<file path="config.mk">
export PLATFORM = sky130hd
export DESIGN_NAME = f_round_pack
export DESIGN_NICKNAME = d
export VERILOG_FILES = /design/src/rtl/fpu_pkg.sv /design/src/rtl/f_rshift_sticky.sv /design/src/rtl/f_round_pack.sv
export SDC_FILE = /design/constraint.sdc
export NUM_CORES = 1
export LEC_CHECK = 0
export CORE_AREA = 2 2 138 140
export DETAILED_ROUTE_END_ITERATION = 10
export DIE_AREA = 0 0 140 142
export PLACE_DENSITY = 0.84
export SYNTH_ARGS = -nofsm -noshare
export SYNTH_HDL_FRONTEND = slang
export SYNTH_SLANG_ARGS = --single-unit
</file>
<file path="constraint.sdc">
create_clock -name clk -period 6.3 [get_ports clk]
set_input_delay 0.945 -clock clk [delete_from_list [all_inputs] [get_ports clk]]
set_output_delay 0.945 -clock clk [all_outputs]
set_load 0.05 [all_outputs]
</file>
<file path="src/rtl/fpu_pkg.sv">
// Shared constants and stage types for the round-and-pack pipeline.
package fpu_pkg;

    typedef enum logic [1:0] {
        RmRne = 2'd0,
        RmRtz = 2'd1,
        RmRup = 2'd2,
        RmRdn = 2'd3
    } rm_e;

    localparam int unsigned BiasDouble = 1023;
    localparam int unsigned BiasSingle = 127;
    localparam int unsigned BiasDiff   = BiasDouble - BiasSingle;

    localparam logic [63:0] NanDouble = 64'h7FF7_FFFF_FFFF_FFFF;
    localparam logic [31:0] NanSingle = 32'h7FBF_FFFF;
    localparam logic [62:0] MaxDouble = 63'h7FEF_FFFF_FFFF_FFFF;
    localparam logic [30:0] MaxSingle = 31'h7F7F_FFFF;

    localparam logic signed [13:0] ExpOvfDouble = 14'sd2047;
    localparam logic signed [13:0] ExpOvfSingle = 14'sd255;

    // Stage-1 register contents: extracted fields ready for rounding.
    typedef struct packed {
        logic        sign;
        logic        fmt;
        rm_e         rm;
        logic        invalid;
        logic        zero;
        logic        tiny;
        logic [12:0] exp;
        logic        hid;
        logic [51:0] man;
        logic        g;
        logic        s;
    } s1_t;

    typedef struct packed {
        logic [63:0] result;
        logic        ix;
        logic        uf;
        logic        of;
        logic        nv;
    } s2_t;

endpackage

</file>
<file path="src/rtl/f_rshift_sticky.sv">
// 108-bit logical right shift; sticky_o is the OR of every bit shifted out.
module f_rshift_sticky (
    input  logic [107:0] data_i,
    input  logic [5:0]   shamt_i,
    output logic [107:0] data_o,
    output logic         sticky_o
);

    logic [107:0] mask;

    always_comb begin
        mask     = ~({108{1'b1}} << shamt_i);
        data_o   = data_i >> shamt_i;
        sticky_o = |(data_i & mask);
    end

endmodule

</file>
<file path="src/rtl/f_round_pack.sv">
// Two-stage round and pack of a normalized magnitude into IEEE single/double.
// Define FPU_SUBNORMAL_EN to denormalize tiny results instead of flushing them to zero.
module f_round_pack #(
    parameter int unsigned info_width = 1
) (
    input  logic                  clk,
    input  logic                  reset,
    input  logic                  a_wait,
    input  logic                  flush,
    output logic                  busy,
    input  logic                  fmt,
    input  logic [1:0]            rm,
    input  logic [107:0]          in_frac,
    input  logic [12:0]           in_exp,
    input  logic                  in_sign,
    input  logic                  in_invalid,
    input  logic [info_width-1:0] info_in,
    output logic [63:0]           result,
    output logic                  flag_inexact,
    output logic                  flag_underflow,
    output logic                  flag_overflow,
    output logic                  flag_invalid,
    output logic [info_width-1:0] info_out
);

    import fpu_pkg::*;

    s1_t s1_q, s1_d, s1_new;
    s2_t s2_q, s2_d, s2_new;
    logic [info_width-1:0] info1_q, info1_d, info2_q, info2_d;

    logic signed [12:0] e_raw, e_s1;
    logic               tiny;
    logic [107:0]       frac_n;
    logic               sticky;
    logic               unused_bits;

    always_comb begin
        e_raw = fmt ? $signed(in_exp) : $signed(in_exp - 13'(BiasDiff));
        tiny  = (e_raw <= 13'sd0);
    end

`ifdef FPU_SUBNORMAL_EN
    localparam logic SubnormalEn = 1'b1;

    logic signed [13:0] sh_full;
    logic [5:0]         sh_amt;
    logic [107:0]       frac_sh;
    logic               sticky_sh;

    always_comb begin
        sh_full = 14'sd1 - $signed({e_raw[12], e_raw});
        sh_amt  = (sh_full > 14'sd63) ? 6'd63 : sh_full[5:0];
    end

    f_rshift_sticky u_rshift (
        .data_i   (in_frac),
        .shamt_i  (sh_amt),
        .data_o   (frac_sh),
        .sticky_o (sticky_sh)
    );

    always_comb begin
        frac_n = tiny ? frac_sh : in_frac;
        sticky = tiny & sticky_sh;
        e_s1   = tiny ? 13'sd0 : e_raw;
    end
`else
    localparam logic SubnormalEn = 1'b0;

    always_comb begin
        frac_n = in_frac;
        sticky = 1'b0;
        e_s1   = e_raw;
    end
`endif

    assign unused_bits = ^frac_n[107:106];

    // Stage 1: field extraction plus stall/flush handling of both stages' tags.
    always_comb begin
        s1_new         = '0;
        s1_new.sign    = in_sign;
        s1_new.fmt     = fmt;
        s1_new.rm      = rm_e'(rm);
        s1_new.invalid = in_invalid;
        s1_new.zero    = ~in_frac[105];
        s1_new.tiny    = tiny;
        s1_new.exp     = e_s1;
        s1_new.hid     = frac_n[105];
        if (fmt) begin
            s1_new.man = frac_n[104:53];
            s1_new.g   = frac_n[52];
            s1_new.s   = (|frac_n[51:0]) | sticky;
        end else begin
            s1_new.man = {29'd0, frac_n[104:82]};
            s1_new.g   = frac_n[81];
            s1_new.s   = (|frac_n[80:0]) | sticky;
        end

        s1_d    = a_wait ? s1_q : s1_new;
        info1_d = a_wait ? info1_q : info_in;
        info2_d = a_wait ? info2_q : info1_q;
        if (flush) begin
            info1_d[0] = 1'b0;
            info2_d[0] = 1'b0;
        end
    end

    logic               inc, lsb, carry, hid_r, ovf, to_inf, tiny_to_zero;
    logic [53:0]        sum_d;
    logic [24:0]        sum_s;
    logic signed [13:0] e_r;
    logic [63:0]        zero_res;

    // Stage 2: round, detect overflow, and pack.
    always_comb begin
        lsb = s1_q.man[0];
        inc = 1'b0;
        unique case (s1_q.rm)
            RmRne: inc = s1_q.g & (s1_q.s | lsb);
            RmRtz: inc = 1'b0;
            RmRup: inc = ~s1_q.sign & (s1_q.g | s1_q.s);
            RmRdn: inc = s1_q.sign & (s1_q.g | s1_q.s);
        endcase

        sum_d = {1'b0, s1_q.hid, s1_q.man} + 54'(inc);
        sum_s = {1'b0, s1_q.hid, s1_q.man[22:0]} + 25'(inc);
        carry = s1_q.fmt ? sum_d[53] : sum_s[24];
        hid_r = s1_q.fmt ? sum_d[52] : sum_s[23];

        // A subnormal that rounds up into the hidden bit becomes the smallest normal.
        if (s1_q.exp == 13'd0 && hid_r) begin
            e_r = 14'sd1;
        end else begin
            e_r = $signed({s1_q.exp[12], s1_q.exp}) + $signed({13'd0, carry});
        end

        ovf    = s1_q.fmt ? (e_r >= ExpOvfDouble) : (e_r >= ExpOvfSingle);
        to_inf = (s1_q.rm == RmRne) | ((s1_q.rm == RmRup) & ~s1_q.sign)
               | ((s1_q.rm == RmRdn) & s1_q.sign);
        tiny_to_zero = s1_q.tiny & ~SubnormalEn;
        zero_res = s1_q.fmt ? {s1_q.sign, 63'd0} : {32'd0, s1_q.sign, 31'd0};

        s2_new = '0;
        if (s1_q.invalid) begin
            s2_new.result = s1_q.fmt ? NanDouble : {32'd0, NanSingle};
            s2_new.nv     = 1'b1;
        end else if (s1_q.zero) begin
            s2_new.result = zero_res;
        end else if (tiny_to_zero) begin
            s2_new.result = zero_res;
            s2_new.ix     = 1'b1;
            s2_new.uf     = 1'b1;
        end else if (ovf) begin
            s2_new.ix = 1'b1;
            s2_new.of = 1'b1;
            if (to_inf) begin
                s2_new.result = s1_q.fmt ? {s1_q.sign, 11'h7FF, 52'd0}
                                         : {32'd0, s1_q.sign, 8'hFF, 23'd0};
            end else begin
                s2_new.result = s1_q.fmt ? {s1_q.sign, MaxDouble} : {32'd0, s1_q.sign, MaxSingle};
            end
        end else begin
            s2_new.ix     = s1_q.g | s1_q.s;
            s2_new.uf     = s1_q.tiny & (s1_q.g | s1_q.s);
            s2_new.result = s1_q.fmt ? {s1_q.sign, e_r[10:0], sum_d[51:0]}
                                     : {32'd0, s1_q.sign, e_r[7:0], sum_s[22:0]};
        end

        s2_d = a_wait ? s2_q : s2_new;
    end

    always_ff @(posedge clk or posedge reset) begin
        if (reset) begin
            s1_q    <= '0;
            s2_q    <= '0;
            info1_q <= '0;
            info2_q <= '0;
        end else begin
            s1_q    <= s1_d;
            s2_q    <= s2_d;
            info1_q <= info1_d;
            info2_q <= info2_d;
        end
    end

    assign busy           = a_wait;
    assign result         = s2_q.result;
    assign flag_inexact   = s2_q.ix;
    assign flag_underflow = s2_q.uf;
    assign flag_overflow  = s2_q.of;
    assign flag_invalid   = s2_q.nv;
    assign info_out       = info2_q;

endmodule

</file>
==> metrics, run 1 <==
XOR/XNOR share of the synthesized area=6.60%; Yosys cell types=62; Synthesized Nets=1011; remaining global-route overflow=0; Crit. Startpoint=s1_q[71]; WL/cell=19.7 um; ys async rst share=100%; Clk Latency, worst-skew pair=approximately 430 ps; RSZ-0062 raised after global routing=no; drt via density=6.11; fin crit period=5610 ps; antenna-violating nets left=0; Horiz. Die Dim=140 um; n_diodes=0; Initial DRT Pass Iterations=9; worst reg-to-reg path cell count=20; IO buf count=198; Clock Sinks=145; EDFF count, synth=0; cell count after placement=1256; Synth Flop Type=dfrtp_1; initial drt markers=929; CP max FO=20; NumNets Final=approximately 1200; final cycle utilization of the critical path=89.0%; Num CTS Buffers=17; most common cell in the synthesized netlist=dfrtp_1; TritonCTS clock tree=built; Hold Crit Class=reg2reg; clk buf depth=2; Critical Path Start Type=register; crit path kind=reg2reg; final cell count without fillers=1288; met2 wire length=12200 um; GP Congestion=0.956; Max Fclk=roughly 180 MHz; HPWL after DPL=18300 um; setup_tns=0 ps; synth top area cells=dfrtp_1 45%, o21ai_0 4.8%, a21oi_1 4.6%; PD cells=282 nW/um2; overall power=3.06 mW; Synth Area in Simple Gates=around 17%; Final Setup Violations=0; layout cells sized above 1=7.02%; Leak=~4.4 nW; chip height=around 140 um; Root Driver=clkbuf_16; Slew Limit Headroom=about a third; wire length on met1=about 10000 um; Slew Viols, Final=0; cts hold-fix bufs=0; Fin. Hold Viols=0; post-synth top area cell=dfrtp_1; largest family of logic cells by synthesized area=compound AO/OA/AOI/OAI gates; wirelength, routed=~25000 um; first-pass GRT wire length=40100 um; critical path arrival=5890 ps; post-route cell area=10900 um2; Adder-Cell Fraction of Synth Area=1.39%; area growth from synthesis to layout=34.0%; worst-margin pin slew=990 ps; H-tree depth=4; Placed Area=around 10000 um2; row cnt=50; buffers inserted by post-CTS timing repair=0; R2R Setup Slk=a little under 700 ps; starting density of the core=43.9%; run status=finished with violations; met3 wire len=2160 um; multiplexer share of the synthesized area=5.65%; Top Layer Used=met4; r2r endpoint=result[10]; largest net degree at the start of global routing=103; Worst Path Required=6590 ps; Synth Register Bits=145; pre-CTS WS=827 ps; Cell Area, Synth=~8100 um2; CTS resizes=0; Yosys Warn Count=0; core area=18500 um2; Clock Skew=8.28 ps; Syn Inst Count=871; peak supply drop=between 0.15 and 0.2 mV; commonest cells in the netlist=145 x dfrtp_1, 77 x o21ai_0, 76 x nand2_1; DRC violations left=10; worst setup margin=about 690 ps; GRT Util Overall=25.5%; initial antenna violation count=0; post-synth top area share=44.8%; crit end category=register; register area share after synthesis=44.8%; max cap viols=0; Vias=7866; vias in the first global route=7446; FF-to-FF Start=s1_q[71]; failing checks=design-rule violations; synthesized area per cell=roughly 9.3 um2; capture point of the worst path=result[10]; I/O pins=201; Compound-Gate Fraction of Synth Area=20.3%; die area=19900 um2; clk slew on worst S/H paths=60 ps
-- flip-flops by register name, summed over array words and instances (netlist names) --
signal	count
flag_inexact	1
flag_invalid	1
flag_overflow	1
flag_underflow	1
info1_q	1
info_out	1
lsb	1
result	64
s1_q	73
tiny_to_zero	1
-- routing by layer --
metal / up-vias / global-route usage, %
met5: - / 0
met4: 0 / 8.93
met3: 54 / 5.62
met2: 442 / 41.8
met1: 3806 / 33.7
li1: 3564 / -
-- metrics by stage --
stage | utilization (%) | hold WS (ps)
after detailed placement | 55.5 | 471
final | 58.8 | 483
after CTS | 58.8 | 484
after global placement | 55.5 | 463
after global routing | 58.8 | 512
after floorplan | - | 473
-- worst max-delay path, stage by stage (launching register included) --
cell and delay [ps]:
dfrtp_1 400, and2_1 170, ha_1 270, nor2b_1 150, a21oi_1 60, o22ai_1 170, ha_1 220, and4_1 320
and3_1 320, nand4_1 320, o32ai_1 230, and2_1 200, ha_1 360, ha_1 240, nand3_1 90, xor2_1 190
a211oi_1 400, nand4_1 260, o221a_2 500, o21ai_2 410, o21ai_0 170
-- worst min path at each step --
stage / start / endpoint / slack [ps] / depth (start not counted)
finish: flag_invalid / flag_invalid / 480 / 1
detailed placement: flag_invalid / flag_invalid / 470 / 1
floorplan: s1_q[0] / s1_q[0] / 470 / 1
global placement: flag_invalid / flag_invalid / 460 / 1
CTS: flag_invalid / flag_invalid / 480 / 1
global route: result[58] / result[58] / 510 / 1
-- cell usage in the layout (no fill, tap or decap), drive strengths merged, types with 26 or more instances in the layout --
cell | netlist | final
xor2 | 32 | 32
nand3 | 28 | 28
nand2 | 76 | 76
nand4 | 30 | 30
clkdlybuf4s50 | 0 | 196
nor4 | 29 | 29
mux2i | 30 | 30
xnor2 | 29 | 29
a21oi | 74 | 74
a22o | 26 | 26
nor2 | 52 | 52
dfrtp | 145 | 145
o21ai | 83 | 83
-- final cells by class --
class,instances,area (um2)
Clock buffer,21,460
Clock inverter,11,153
Timing Repair Buffer,211,2080
Inverter,17,68.8
Tap cell,234,293
Fill cell,1542,7600
Multi-Input combinational cell,649,4170
Sequential cell,145,3630
-- power by group --
part / internal [mW] / switching (mW) / leakage, nW
Clock: 0.647 / 0.397 / 0.291
Sequential: 1.04 / 0.118 / 1.80
Combinational: 0.331 / 0.523 / 2.34
-- kinds of logic (layout without fill, tap and decap cells) --
group,after synthesis,after routing
mux,44,44
xor+xnor,61,61
flops,145,145
buf+inv,77,260
simple gates,278,278
compound gates,257,257
fa+ha+maj,9,9
No activity file was read; power rests on OpenSTA's default activity.
==> run 2: changes to the inputs <==
- clock period: 6.3 -> 5.9 ns (I/O delays scaled with it)
==> metrics, run 2 (synthesis results as in run 1) <==
NumNets Final=approximately 1200; Reg with most FFs=s1_q; I/O pins=201; Root Driver=clkbuf_16; Critical Path Start Type=register; Horiz. Die Dim=140 um; antenna-violating nets left=0; critical path arrival=5780 ps; Leak=4.46 nW; CP max FO=16; GRT Util Overall=~26%; core area=18500 um2; H-tree depth=4; most frequent cells in the layout=196 x clkdlybuf4s50_1, 145 x dfrtp_1, 77 x o21ai_0; area growth from synthesis to layout=34.6%; worst hold slack=478 ps; die area=between 15000 and 20000 um2; Initial DRT Pass Iterations=11; WL/cell=19.7 um; clk slew on worst S/H paths=about 60 ps; initial antenna violation count=0; CTS resizes=0; setup_tns=0 ps; clk buf depth=2; Final Setup Violations=0; Max Fclk=182 MHz; DRC violations left=10; RSZ-0062 raised after global routing=no; max cap viols=0; remaining global-route overflow=0; wirelength, routed=roughly 25000 um; run status=finished with violations; Slew Viols, Final=0; HPWL after DPL=18300 um; peak supply drop=0.199 mV; row cnt=50; crit path kind=reg2reg; Clk Latency, worst-skew pair=430 ps; Worst Path Required=6190 ps; first-pass GRT wire length=between 40000 and 50000 um; cts hold-fix bufs=0; PD cells=306 nW/um2; largest net degree at the start of global routing=105; final cycle utilization of the critical path=93.1%; Num CTS Buffers=17; chip height=between 100 and 150 um; Slew Limit Headroom=about 14%; fin crit period=~5500 ps; crit end category=register; Clock Sinks=about 150; drt via density=6.02; Fin. Hold Viols=0; layout cells sized above 1=7.02%; GP Congestion=0.957; initial drt markers=860; Vias=7757; most common cell after layout, fill and taps aside=clkdlybuf4s50_1; n_diodes=0; Largest register FFs=73; Clock Skew=~8.2 ps; worst-margin pin slew=1290 ps; starting density of the core=43.9%; TritonCTS clock tree=built; buffers inserted by post-CTS timing repair=0; IO buf count=198; Hold Crit Class=reg2reg; Fillers=approximately 1500; vias in the first global route=7536; failing checks=design-rule violations
run 2: changes by cell type in the layout (fill, tap and decap cells not counted):
cell	before	now
buf_12	1	2
bufinv_16	3	5
clkinv_2	1	2
clkinv_4	1	0
inv_6	4	1
run 2: worst max-delay path: stages, from the launching register on:
cell	delay, ps
dfrtp_1	400
and2_1	170
ha_1	270
nor2b_1	160
a21oi_1	60
o22ai_1	170
ha_1	230
ha_1	200
and3_1	270
and3_1	210
nand2_1	150
o32ai_1	310
and2_1	200
ha_1	350
ha_1	230
nand3_1	90
xor2_1	200
a211oi_1	340
nand4_1	290
o221a_2	500
o21ai_2	400
o21ai_0	170
run 2: layout make-up:
type | instances | area (um2) | share of cell area (%)
clock buffer | 21 | 460 | 4.22
clock inverter | 10 | 183 | 1.68
inverter | 17 | 68.8 | 0.631
multi-input combinational | 649 | 4170 | 38.2
sequential | 145 | 3630 | 33.3
tap | 234 | 293 | 2.69
timing repair buffer | 212 | 2100 | 19.3
run 2: where the power goes:
group	leakage [nW]	internal [mW]	switching (mW)
sequential	1.80	1.11	0.123
clock	0.305	0.768	0.419
combinational	2.36	0.354	0.559
total	4.46	2.24	1.10
run 2: final timing paths:
check,from,slack (ps),endpoint,depth (start not counted)
min in group asynchronous,reset,1040,s1_q[63],2
min,flag_invalid,480,flag_invalid,1
max reg2reg,s1_q[71],400,result[9],21
min reg2reg,flag_invalid,480,flag_invalid,1
max,s1_q[71],400,result[9],21
max in group asynchronous,reset,3790,result[48],3
run 2: layer usage:
| layer | up-vias | wire (um) | global-route usage [%] |
|---|---|---|---|
| met2 | 401 | 12400 | 42.9 |
| met3 | 48 | 2160 | 6.22 |
| met4 | 0 | 527 | 8.83 |
| met5 | - | 0 | 0 |
| met1 | 3752 | 10300 | 33.8 |
| li1 | 3556 | - | - |
run 2: metrics by stage:
stage / cell area, um2 / worst slack, ps / util, % / power (mW) / instances
after detailed placement: 10300 / 484 / 55.6 / 2.16 / 1257
after floorplan: 8100 / 831 / - / 1.79 / 871
after global placement: 10300 / 658 / 55.6 / 2.14 / 1257
after global routing: 10900 / 34.0 / 59.1 / 3.46 / 1288
final: 10900 / 405 / 59.1 / 3.34 / 1288
after CTS: 10900 / 462 / 59.1 / 3.34 / 1288
